[src/rtl/avalon_pkt_pkg.sv]
// Shared types for the Avalon-ST store-and-forward packet buffer.
package avalon_pkt_pkg;

   typedef enum logic [1:0] {
      WR_IDLE_S = 2'd0,
      WR_FILL_S = 2'd1,
      WR_DROP_S = 2'd2
   } wr_state_t;

   typedef enum logic {
      RD_IDLE_S = 1'b0,
      RD_SEND_S = 1'b1
   } rd_state_t;

endpackage

[src/rtl/pkt_slot_mem.sv]
// Packet slot storage: NUM_SLOTS x MAX_PKT_LEN words plus a committed length per slot.
// One write port, one registered read port; the read register holds when not enabled.
module pkt_slot_mem #(
   parameter int DWIDTH      = 4,
   parameter int MAX_PKT_LEN = 5,
   parameter int NUM_SLOTS   = 2,
   parameter int SLOT_W      = 1,
   parameter int WORD_W      = 3,
   parameter int LEN_W       = 4
) (
   input  logic              clk_i,
   input  logic              srst_i,
   input  logic              wr_en_i,
   input  logic [SLOT_W-1:0] wr_slot_i,
   input  logic [WORD_W-1:0] wr_word_i,
   input  logic [DWIDTH-1:0] wr_data_i,
   input  logic              len_we_i,
   input  logic [LEN_W-1:0]  len_i,
   input  logic              rd_en_i,
   input  logic [SLOT_W-1:0] rd_slot_i,
   input  logic [WORD_W-1:0] rd_word_i,
   output logic [DWIDTH-1:0] rd_data_o,
   output logic [LEN_W-1:0]  rd_len_o
);

   logic [DWIDTH-1:0] mem_q [NUM_SLOTS][MAX_PKT_LEN];
   logic [LEN_W-1:0]  len_q [NUM_SLOTS];
   logic [DWIDTH-1:0] rd_data_q;

   always_ff @(posedge clk_i) begin
      if (wr_en_i) begin
         mem_q[wr_slot_i][wr_word_i] <= wr_data_i;
      end
      if (len_we_i) begin
         len_q[wr_slot_i] <= len_i;
      end
   end

   // The read register drives the source data port directly, so it is reset.
   always_ff @(posedge clk_i) begin
      if (srst_i) begin
         rd_data_q <= '0;
      end else if (rd_en_i) begin
         rd_data_q <= mem_q[rd_slot_i][rd_word_i];
      end
   end

   assign rd_data_o = rd_data_q;
   assign rd_len_o  = len_q[rd_slot_i];

endmodule

[src/rtl/avalon_pkt_buffer.sv]
// Store-and-forward Avalon-ST buffer: only complete packets of 1..MAX_PKT_LEN words
// are forwarded; stray beats, aborted and over-length packets are dropped and counted.
module avalon_pkt_buffer
   import avalon_pkt_pkg::*;
#(
   parameter int DWIDTH      = 4,
   parameter int MAX_PKT_LEN = 5,
   parameter int NUM_SLOTS   = 2,
   parameter int ERR_W       = 8
) (
   input  logic              clk_i,
   input  logic              srst_i,
   input  logic [DWIDTH-1:0] snk_data_i,
   input  logic              snk_valid_i,
   input  logic              snk_startofpacket_i,
   input  logic              snk_endofpacket_i,
   output logic              snk_ready_o,
   output logic [DWIDTH-1:0] src_data_o,
   output logic              src_valid_o,
   output logic              src_startofpacket_o,
   output logic              src_endofpacket_o,
   input  logic              src_ready_i,
   output logic [ERR_W-1:0]  err_cnt_o
);

   localparam int SLOT_W = (NUM_SLOTS > 1) ? $clog2(NUM_SLOTS) : 1;
   localparam int WORD_W = $clog2(MAX_PKT_LEN);
   localparam int IDX_W  = $clog2(MAX_PKT_LEN) + 1;
   localparam int OCC_W  = $clog2(NUM_SLOTS) + 1;
   localparam logic [SLOT_W-1:0] LAST_SLOT = SLOT_W'(NUM_SLOTS - 1);
   localparam logic [IDX_W-1:0]  MAX_IDX   = IDX_W'(MAX_PKT_LEN);
   localparam logic [IDX_W-1:0]  ONE_IDX   = IDX_W'(1);
   localparam logic [OCC_W-1:0]  NUM_OCC   = OCC_W'(NUM_SLOTS);

   wr_state_t         wr_state_q, wr_state_d;
   rd_state_t         rd_state_q, rd_state_d;
   logic [SLOT_W-1:0] wr_slot_q, wr_slot_d, rd_slot_q, rd_slot_d;
   logic [IDX_W-1:0]  wr_idx_q, wr_idx_d, rd_idx_q, rd_idx_d;
   logic [OCC_W-1:0]  occ_q, occ_d;
   logic [ERR_W-1:0]  err_q, err_d;
   logic              snk_ready_q, snk_ready_d;
   logic              src_valid_q, src_valid_d;
   logic              src_sop_q, src_sop_d, src_eop_q, src_eop_d;

   logic              take, commit, free, err_inc, mem_we, rd_en;
   logic [WORD_W-1:0] mem_wword, rd_word;
   logic [IDX_W-1:0]  commit_len, rd_len;

   function automatic logic [SLOT_W-1:0] next_slot(input logic [SLOT_W-1:0] s);
      return (s == LAST_SLOT) ? '0 : s + SLOT_W'(1);
   endfunction

   assign take = snk_valid_i && snk_ready_q;

   always_comb begin
      wr_state_d = wr_state_q;
      wr_slot_d  = wr_slot_q;
      wr_idx_d   = wr_idx_q;
      mem_we     = 1'b0;
      mem_wword  = wr_idx_q[WORD_W-1:0];
      commit     = 1'b0;
      commit_len = wr_idx_q + ONE_IDX;
      err_inc    = 1'b0;
      if (take) begin
         case (wr_state_q)
            WR_IDLE_S, WR_FILL_S: begin
               if (snk_startofpacket_i) begin
                  // A SOP inside FILL aborts the packet in progress; the slot restarts.
                  err_inc   = (wr_state_q == WR_FILL_S);
                  mem_we    = 1'b1;
                  mem_wword = '0;
                  if (snk_endofpacket_i) begin
                     commit     = 1'b1;
                     commit_len = ONE_IDX;
                     wr_state_d = WR_IDLE_S;
                  end else begin
                     wr_idx_d   = ONE_IDX;
                     wr_state_d = WR_FILL_S;
                  end
               end else if (wr_state_q == WR_IDLE_S) begin
                  err_inc = 1'b1;
               end else if (wr_idx_q == MAX_IDX) begin
                  err_inc    = 1'b1;
                  wr_state_d = snk_endofpacket_i ? WR_IDLE_S : WR_DROP_S;
               end else begin
                  mem_we = 1'b1;
                  if (snk_endofpacket_i) begin
                     commit     = 1'b1;
                     wr_state_d = WR_IDLE_S;
                  end else begin
                     wr_idx_d = wr_idx_q + ONE_IDX;
                  end
               end
            end
            WR_DROP_S: begin
               if (snk_endofpacket_i) begin
                  wr_state_d = WR_IDLE_S;
               end
            end
            default: wr_state_d = WR_IDLE_S;
         endcase
      end
      if (commit) begin
         wr_slot_d = next_slot(wr_slot_q);
      end
   end

   // The output registers only advance while downstream accepts, so src_* hold otherwise.
   always_comb begin
      rd_state_d  = rd_state_q;
      rd_slot_d   = rd_slot_q;
      rd_idx_d    = rd_idx_q;
      src_valid_d = src_valid_q;
      src_sop_d   = src_sop_q;
      src_eop_d   = src_eop_q;
      rd_en       = 1'b0;
      rd_word     = rd_idx_q[WORD_W-1:0];
      free        = 1'b0;
      case (rd_state_q)
         RD_IDLE_S: begin
            if (occ_q != '0) begin
               rd_en       = 1'b1;
               rd_word     = '0;
               src_valid_d = 1'b1;
               src_sop_d   = 1'b1;
               src_eop_d   = (rd_len == ONE_IDX);
               rd_idx_d    = ONE_IDX;
               rd_state_d  = RD_SEND_S;
            end
         end
         RD_SEND_S: begin
            if (src_ready_i) begin
               if (src_eop_q) begin
                  free        = 1'b1;
                  src_valid_d = 1'b0;
                  src_sop_d   = 1'b0;
                  src_eop_d   = 1'b0;
                  rd_slot_d   = next_slot(rd_slot_q);
                  rd_state_d  = RD_IDLE_S;
               end else begin
                  rd_en       = 1'b1;
                  src_valid_d = 1'b1;
                  src_sop_d   = 1'b0;
                  src_eop_d   = (rd_idx_q == rd_len - ONE_IDX);
                  rd_idx_d    = rd_idx_q + ONE_IDX;
               end
            end
         end
         default: rd_state_d = RD_IDLE_S;
      endcase
   end

   always_comb begin
      occ_d       = occ_q + OCC_W'(commit) - OCC_W'(free);
      snk_ready_d = (wr_state_d != WR_IDLE_S) || (occ_d < NUM_OCC);
      err_d       = (err_inc && (err_q != '1)) ? err_q + ERR_W'(1) : err_q;
   end

   always_ff @(posedge clk_i) begin
      if (srst_i) begin
         wr_state_q  <= WR_IDLE_S;
         rd_state_q  <= RD_IDLE_S;
         wr_slot_q   <= '0;
         rd_slot_q   <= '0;
         wr_idx_q    <= '0;
         rd_idx_q    <= '0;
         occ_q       <= '0;
         err_q       <= '0;
         snk_ready_q <= 1'b0;
         src_valid_q <= 1'b0;
         src_sop_q   <= 1'b0;
         src_eop_q   <= 1'b0;
      end else begin
         wr_state_q  <= wr_state_d;
         rd_state_q  <= rd_state_d;
         wr_slot_q   <= wr_slot_d;
         rd_slot_q   <= rd_slot_d;
         wr_idx_q    <= wr_idx_d;
         rd_idx_q    <= rd_idx_d;
         occ_q       <= occ_d;
         err_q       <= err_d;
         snk_ready_q <= snk_ready_d;
         src_valid_q <= src_valid_d;
         src_sop_q   <= src_sop_d;
         src_eop_q   <= src_eop_d;
      end
   end

   pkt_slot_mem #(
      .DWIDTH      (DWIDTH),
      .MAX_PKT_LEN (MAX_PKT_LEN),
      .NUM_SLOTS   (NUM_SLOTS),
      .SLOT_W      (SLOT_W),
      .WORD_W      (WORD_W),
      .LEN_W       (IDX_W)
   ) u_mem (
      .clk_i     (clk_i),
      .srst_i    (srst_i),
      .wr_en_i   (mem_we),
      .wr_slot_i (wr_slot_q),
      .wr_word_i (mem_wword),
      .wr_data_i (snk_data_i),
      .len_we_i  (commit),
      .len_i     (commit_len),
      .rd_en_i   (rd_en),
      .rd_slot_i (rd_slot_q),
      .rd_word_i (rd_word),
      .rd_data_o (src_data_o),
      .rd_len_o  (rd_len)
   );

   assign snk_ready_o         = snk_ready_q;
   assign src_valid_o         = src_valid_q;
   assign src_startofpacket_o = src_sop_q;
   assign src_endofpacket_o   = src_eop_q;
   assign err_cnt_o           = err_q;

endmodule

[config.mk]
export PLATFORM = sky130hd
export DESIGN_NAME = avalon_pkt_buffer
export DESIGN_NICKNAME = d
export VERILOG_FILES = /design/src/rtl/avalon_pkt_pkg.sv /design/src/rtl/pkt_slot_mem.sv /design/src/rtl/avalon_pkt_buffer.sv
export SDC_FILE = /design/constraint.sdc
export NUM_CORES = 1
export LEC_CHECK = 0
export CORE_UTILIZATION = 58
export CTS_CLUSTER_SIZE = 20
export DETAILED_ROUTE_END_ITERATION = 8
export PLACE_DENSITY = 0.85
export SKIP_LAST_GASP = 1
export SYNTH_ARGS = -nofsm -noshare
export SYNTH_HDL_FRONTEND = slang
export SYNTH_HIERARCHICAL = 1
export SYNTH_SLANG_ARGS = --single-unit
[constraint.sdc]
create_clock -name clk_i -period 3.4 [get_ports clk_i]
set_clock_uncertainty 0.05 [all_clocks]
set_input_delay 0.68 -clock clk_i [delete_from_list [all_inputs] [get_ports clk_i]]
set_output_delay 0.68 -clock clk_i [all_outputs]
set_load 0.03 [all_outputs]
==> results.md, run 1 <==
* Status: completed
* Num ports at 26
* Complex-gate fraction of the synthesized area at 0.0989
* Synth top area share at 0.401
* Syn Nets at 317
* Core Area at 5960 sq um
* Fin. Hold Viols at 0
* Commonest non-fill, non-tap cell in the layout: edfxtp_1
* Dpl hpwl at 4760 microns
* R2r setup slk at 0.87 ns
* Drt first pass iters at 5
* Slew HR at 0.582
* DR iter-0 viols at 279
* Largest area contributor in the netlist: edfxtp_1
* Post-CTS Setup Bufs at 0
* Crit path from: snk_valid_i
* Final GP Congestion at 0.856
* PwrDens at 452 nW/um^2
* CP arrival at approximately 2.8 ns
* H-tree Lvls at 3
* First-pass GRT wire length at 11,000 microns
* Hold Buf Count CTS at 0
* R2R depth at 12
* Worst-path clk slew at 0.08 ns
* Post-synth EDFFs at 48
* Die Wd at approximately 81 microns
* DR WL/cell at 16.5 microns
* P_int at 1.48 mW
* Warnings from Yosys at 6
* Root buf cell: clkbuf_8
* Register area share after synthesis at 0.574
* Via density at between 5 and 6
* Reg2Reg Launch Point: wr_idx_q[1]$_SDFFE_PP0P_
* CTS sink count at 79
* Starting Density at 0.603
* Final WL at about 6900 microns
* Ant. Diodes at 0
* Mapped Avg Cell Area at 12.0 sq um
* Area contributors post-synth: edfxtp_1, dfxtp_1, mux2_2
* Crit-path max FO at 6
* Total power at 1.88 mW
* Final worst slack at 0.618 ns
* XOR/XNOR share of the synthesized area at 0.0268
* Worst skew pair latency at 0.35 ns
* Tcrit/Tclk final at 0.818
* Sequential share of power at 0.553
* CTS max path bufs at 2
* Peak VDD IR at between 0.2 and 0.25 mV
* Startpoint types: primary input
* Min Tclk post-route at ~2.8 ns
* Mux cell area share after synthesis at 0.0892
* Synth Area in Adders at 0.0279
* DIE AREA at 6510 sq um
* Worst Tran Pin Value at about 0.62 ns
* Vias after detailed routing at 2,436
* Post-synthesis cell count at 299
* Area Growth Syn to Fin at 15.4%
* Die H at 80.7 microns
* Synth Flop Type: edfxtp_1
* Async set-reset flop share out of synthesis at 0
* Vias in the first global route at 2,316
* Post-route ant nets at 0
* Layout Nets at roughly 350
* DP Worst Slack at 0.261 ns
* Filler Cell Count at 420
* Switching portion of total power at 0.211
* Commonest non-fill, non-tap cells in the layout: edfxtp_1, dfxtp_1, nor2_1
* R2r endpoint: snk_ready_o$_SDFF_PP0_
* Largest family of logic cells by synthesized area: simple AND/OR/NAND/NOR gates
* Max_cap viols at 0
* Worst hold path type: reg -> reg
* Global Route Usage Sum at 0.233
* FMAX at around 360 MHz
* CP required at 3.36 ns
* Unrepaired setup endpoints after global routing: false
* Netlist cell types at 56
* CTS tree: built
* Synth Register Bits at 79
* Initial antenna violation count at 0
* Netlist Area Pre-Place at 3590 sq um
* Clk pwr share at 0.389
* Setup CP Type: in -> reg
* Gr ovfl total at 0
* Simple-Gate Fraction of Synth Area at 0.160
* Net Sw Power at 396 uW
* CP Capture Point: u_mem/mem_q[0][8]$_DFFE_PP_
* # setup viols final at 0
* Num CTS Buffers at 9
* TNS Setup at 0 ns
* Logic pwr share at 0.058
* Post-CTS Resized at 0
* Remaining DRCs at 0
* CP Capture Type: register
* IO buf count at 25
* Largest net degree at the start of global routing at 36
* Final slew viol count at 0
* Site Rows at 28
* Pleak at between 1 and 1.5 nW
* Ratio of cells with drive above 1 in the final layout at 0.118
-- final cells by class --
| class | instances | area, sq um | area share |
|---|---|---|---|
| clock buffer | 11 | 131 | 0.0317 |
| clock inverter | 5 | 73.8 | 0.0178 |
| inverter | 10 | 37.5 | 0.00905 |
| multi-input combinational | 203 | 1450 | 0.349 |
| sequential | 79 | 2060 | 0.497 |
| tap | 75 | 93.8 | 0.0226 |
| timing repair buffer | 32 | 303 | 0.0730 |
-- metal layers --
layer	vias up	wire length, microns	global-route usage
li1	1198	-	-
met1	1174	3190	0.318
met2	55	3260	0.360
met3	9	275	0.0545
met4	0	132	0.0929
met5	-	0	0
-- how the worst min path moves through the flow --
stage / end / cells past startpoint / startpoint / slack (ns)
CTS: src_startofpacket_o$_SDFFE_PP0P_ / 2 / src_startofpacket_o$_SDFFE_PP0P_ / 0.41
finish: src_startofpacket_o$_SDFFE_PP0P_ / 2 / src_startofpacket_o$_SDFFE_PP0P_ / 0.41
global placement: src_startofpacket_o$_SDFFE_PP0P_ / 2 / src_startofpacket_o$_SDFFE_PP0P_ / 0.40
detailed placement: src_startofpacket_o$_SDFFE_PP0P_ / 2 / src_startofpacket_o$_SDFFE_PP0P_ / 0.40
global route: src_startofpacket_o$_SDFFE_PP0P_ / 2 / src_startofpacket_o$_SDFFE_PP0P_ / 0.45
floorplan: wr_idx_q[1]$_SDFFE_PP0P_ / 2 / wr_idx_q[1]$_SDFFE_PP0P_ / 0.44
-- metrics by stage --
step                      hold WS (ns)  area (sq um)   util  instances
final                            0.411          4150  0.696        415
after global placement           0.395          3940  0.662        399
after detailed placement         0.404          3940  0.662        399
after CTS                        0.414          4150  0.696        415
after floorplan                  0.438          3590      -        299
after global routing             0.448          4150  0.696        415
-- power groups by stage --
| stage | sequential [mW] | clock, mW | combinational (mW) |
|---|---|---|---|
| after floorplan | 1.07 | 0 | 0.0520 |
| after global placement | 1.06 | 0 | 0.105 |
| after detailed placement | 1.06 | 0 | 0.108 |
| after CTS | 1.04 | 0.738 | 0.109 |
| after global routing | 1.04 | 0.783 | 0.120 |
| final | 1.04 | 0.730 | 0.109 |
-- Yosys cell counts, drive strengths merged, types with 8 or more instances --
cell,count
nand2,14
dfxtp,31
mux2,18
nor2b,8
ha,8
nor3,8
edfxtp,48
inv,10
nor2,29
o21ai,14
a21oi,13
-- logic make-up (layout without fill, tap and decap cells) --
group,count (synthesis),after routing
simple gates,105,105
fa+ha+maj,8,8
xor+xnor,11,11
flops,79,79
buf+inv,17,58
compound gates,55,55
mux,24,24
-- critical path, cell delays in order --
cell             delay, ns
clkdlybuf4s50_1       0.51
nand2_1               0.13
or3_1                 0.39
and2_1                0.20
or3b_2                0.51
nor2_1                0.32
-- sequential cells by signal (all words and copies together) (netlist names) --
signal / cells
src_startofpacket_o: 1
u_mem/rd_data_o: 4
occ_q: 2
wr_slot_q: 1
rd_slot_q: 1
wr_state_q: 2
snk_ready_o: 1
src_valid_o: 1
u_mem/len_q: 8
rd_idx_q: 4
src_endofpacket_o: 1
wr_idx_q: 4
rd_state_q: 1
err_cnt_o: 8
u_mem/mem_q: 40
No activity file was read; power rests on OpenSTA's default activity.
==> inputs of run 2 (changes only) <==
--- a/config.mk
+++ b/config.mk
@@ -5,10 +5,10 @@
 export SDC_FILE = /design/constraint.sdc
 export NUM_CORES = 1
 export LEC_CHECK = 0
-export CORE_UTILIZATION = 58
+export CORE_UTILIZATION = 52
 export CTS_CLUSTER_SIZE = 20
 export DETAILED_ROUTE_END_ITERATION = 8
-export PLACE_DENSITY = 0.85
+export PLACE_DENSITY = 0.81
 export SKIP_LAST_GASP = 1
 export SYNTH_ARGS = -nofsm -noshare
 export SYNTH_HDL_FRONTEND = slang
==> constraint.sdc (replaced) <==
create_clock -name clk_i -period 2.5 [get_ports clk_i]
set_clock_uncertainty 0.05 [all_clocks]
set_input_delay 0.5 -clock clk_i [delete_from_list [all_inputs] [get_ports clk_i]]
set_output_delay 0.5 -clock clk_i [all_outputs]
set_load 0.03 [all_outputs]
==> run 2 against run 1 <==
  * Cell area increased by 7.4%
  * Sequential share of layout area decreased by 3.4 points
  * Hold slack improved by 0.0011 ns
  * Clock-buffer cell count down 2
  * Die area up 11%
  * Clock power increased by 47%
  * Combinational power rose by 59%
  * Critical endpoint is now u_mem/mem_q[1][16]$_DFFE_PP_
  * Highest routed layer unchanged
  * Non-clock buffer count is 31 higher
  * Critical path depth rose by 1
==> results.md, run 2 (same netlist as run 1, synthesis figures left out) <==
* Switching portion of total power at 0.229
* Min Tclk post-route at 2.38 ns
* FMAX at 421 MHz
* Worst-path clk slew at around 0.09 ns
* Post-route ant nets at 0
* Sequential share of power at 0.530
* Commonest non-fill, non-tap cell in the layout: edfxtp_1
* Fin cells at 448
* Final worst slack at about 0.12 ns
* Slew HR at 0.616
* Root buf cell: clkbuf_8
* Core Area at 6490 sq um
* H-tree Lvls at 3
* First-pass GRT wire length at around 12,000 microns
* Area Growth Syn to Fin at 24.0%
* CP Capture Type: register
* Placed instance count at approximately 430
* Vias in the first global route at 2,457
* Die Wd at approximately 85 microns
* Max FFs per register at 40
* Num ports at 26
* Gr ovfl total at 0
* Die H at 85.1 microns
* Filler Cell Count at 473
* Dpl hpwl at around 5000 microns
* Ratio of cells with drive above 1 in the final layout at 0.226
* Final WL at 7080 microns
* Starting Density at 0.553
* DR WL/cell at 15.8 microns
* CTS tree: built
* Via density at 5.72
* Worst skew pair latency at 0.35 ns
* Tcrit/Tclk final at 0.950
* Layout Nets at 384
* TNS Setup at 0 ns
* Logic pwr share at 0.065
* Drt first pass iters at 4
* DR iter-0 viols at 133
* Register Area at about 2100 sq um
* # setup viols final at 0
* Num CTS Buffers at 9
* Site Rows at 29
* Remaining DRCs at 0
* CP required at 2.52 ns
* Global Route Usage Sum at 0.215
* P_int at 2.04 mW
* IO buf count at 25
* Vias after detailed routing at 2,563
* CTS sink count at 79
* Commonest non-fill, non-tap cells in the layout: edfxtp_1, buf_4, dfxtp_1
* Worst hold path type: reg -> reg
* Hold Buf Count CTS at 0
* Largest net degree at the start of global routing at 26
* PwrDens at roughly 600 nW/um^2
* Pleak at 1.57 nW
* Clk pwr share at 0.404
* Fin. Hold Viols at 0
* DIE AREA at 7240 sq um
* DP Worst Slack at -0.473 ns
* Setup CP Type: in -> reg
* CP arrival at 2.40 ns
* Crit-path max FO at 5
* Final GP Congestion at 0.803
* Net Sw Power at 608 uW
* Largest Register: u_mem/mem_q
* Hold_ws at 0.412 ns
* Startpoint types: primary input
* Final slew viol count at 0
* Initial antenna violation count at 0
* Ant. Diodes at 0
* CTS max path bufs at 2
* Status: completed
* Peak VDD IR at 0.479 mV
* Multi-input gate area at 1490 sq um
* Max_cap viols at 0
* Worst Tran Pin Value at 0.562 ns
## run 2: cell type report
cell class	count	share of cell area
timing repair buffer	63	0.121
tap	77	0.0216
sequential	79	0.463
inverter	10	0.00843
clock buffer	9	0.0278
multi-input combinational	203	0.335
clock inverter	7	0.0230
## run 2: power by group through the flow
stage	Clock, mW	Combinational [mW]	Sequential [mW]
floorplan	0	0.0710	1.45
global placement	0	0.164	1.44
detailed placement	0	0.169	1.44
CTS	1.09	0.171	1.41
global route	1.14	0.189	1.41
finish	1.07	0.173	1.41
## run 2: critical path, stage by stage
cell and delay [ns]:
clkdlybuf4s50_1 0.48, nand2_1 0.12, or3_4 0.38, and2_1 0.19, or3b_4 0.44, nor2_2 0.14, buf_4 0.14
## run 2: metal layers
layer / up-vias / track usage / wire length (microns)
met5: - / 0 / 0
li1: 1256 / - / -
met2: 69 / 0.346 / 3450
met3: 10 / 0.0496 / 376
met4: 0 / 0.106 / 110
met1: 1228 / 0.275 / 3150
## run 2: through the flow
stage                     total power, mW  utilization  cell area (sq um)
after CTS                            2.67        0.680               4420
after global routing                 2.73        0.686               4450
after global placement               1.60        0.644               4180
after detailed placement             1.61        0.644               4180
after floorplan                      1.52            -               3600
final                                2.65        0.686               4450
## run 2: worst paths after layout
kind / from / endpoint / slack, ns / cells after the start
setup / recovery: snk_valid_i / u_mem/mem_q[1][16]$_DFFE_PP_ / 0.12 / 7
hold / removal: src_startofpacket_o$_SDFFE_PP0P_ / src_startofpacket_o$_SDFFE_PP0P_ / 0.41 / 2
setup reg to reg: wr_idx_q[1]$_SDFFE_PP0P_ / occ_q[1]$_SDFF_PP0_ / 0.13 / 14
hold reg to reg: src_startofpacket_o$_SDFFE_PP0P_ / src_startofpacket_o$_SDFFE_PP0P_ / 0.41 / 2
## run 2: repair_timing
item | CTS | global route
resized for setup | 3 | 9
buffers inserted | 0 | 0
pin swaps | 0 | 1
endpoints found under the setup margin | 16 | 18
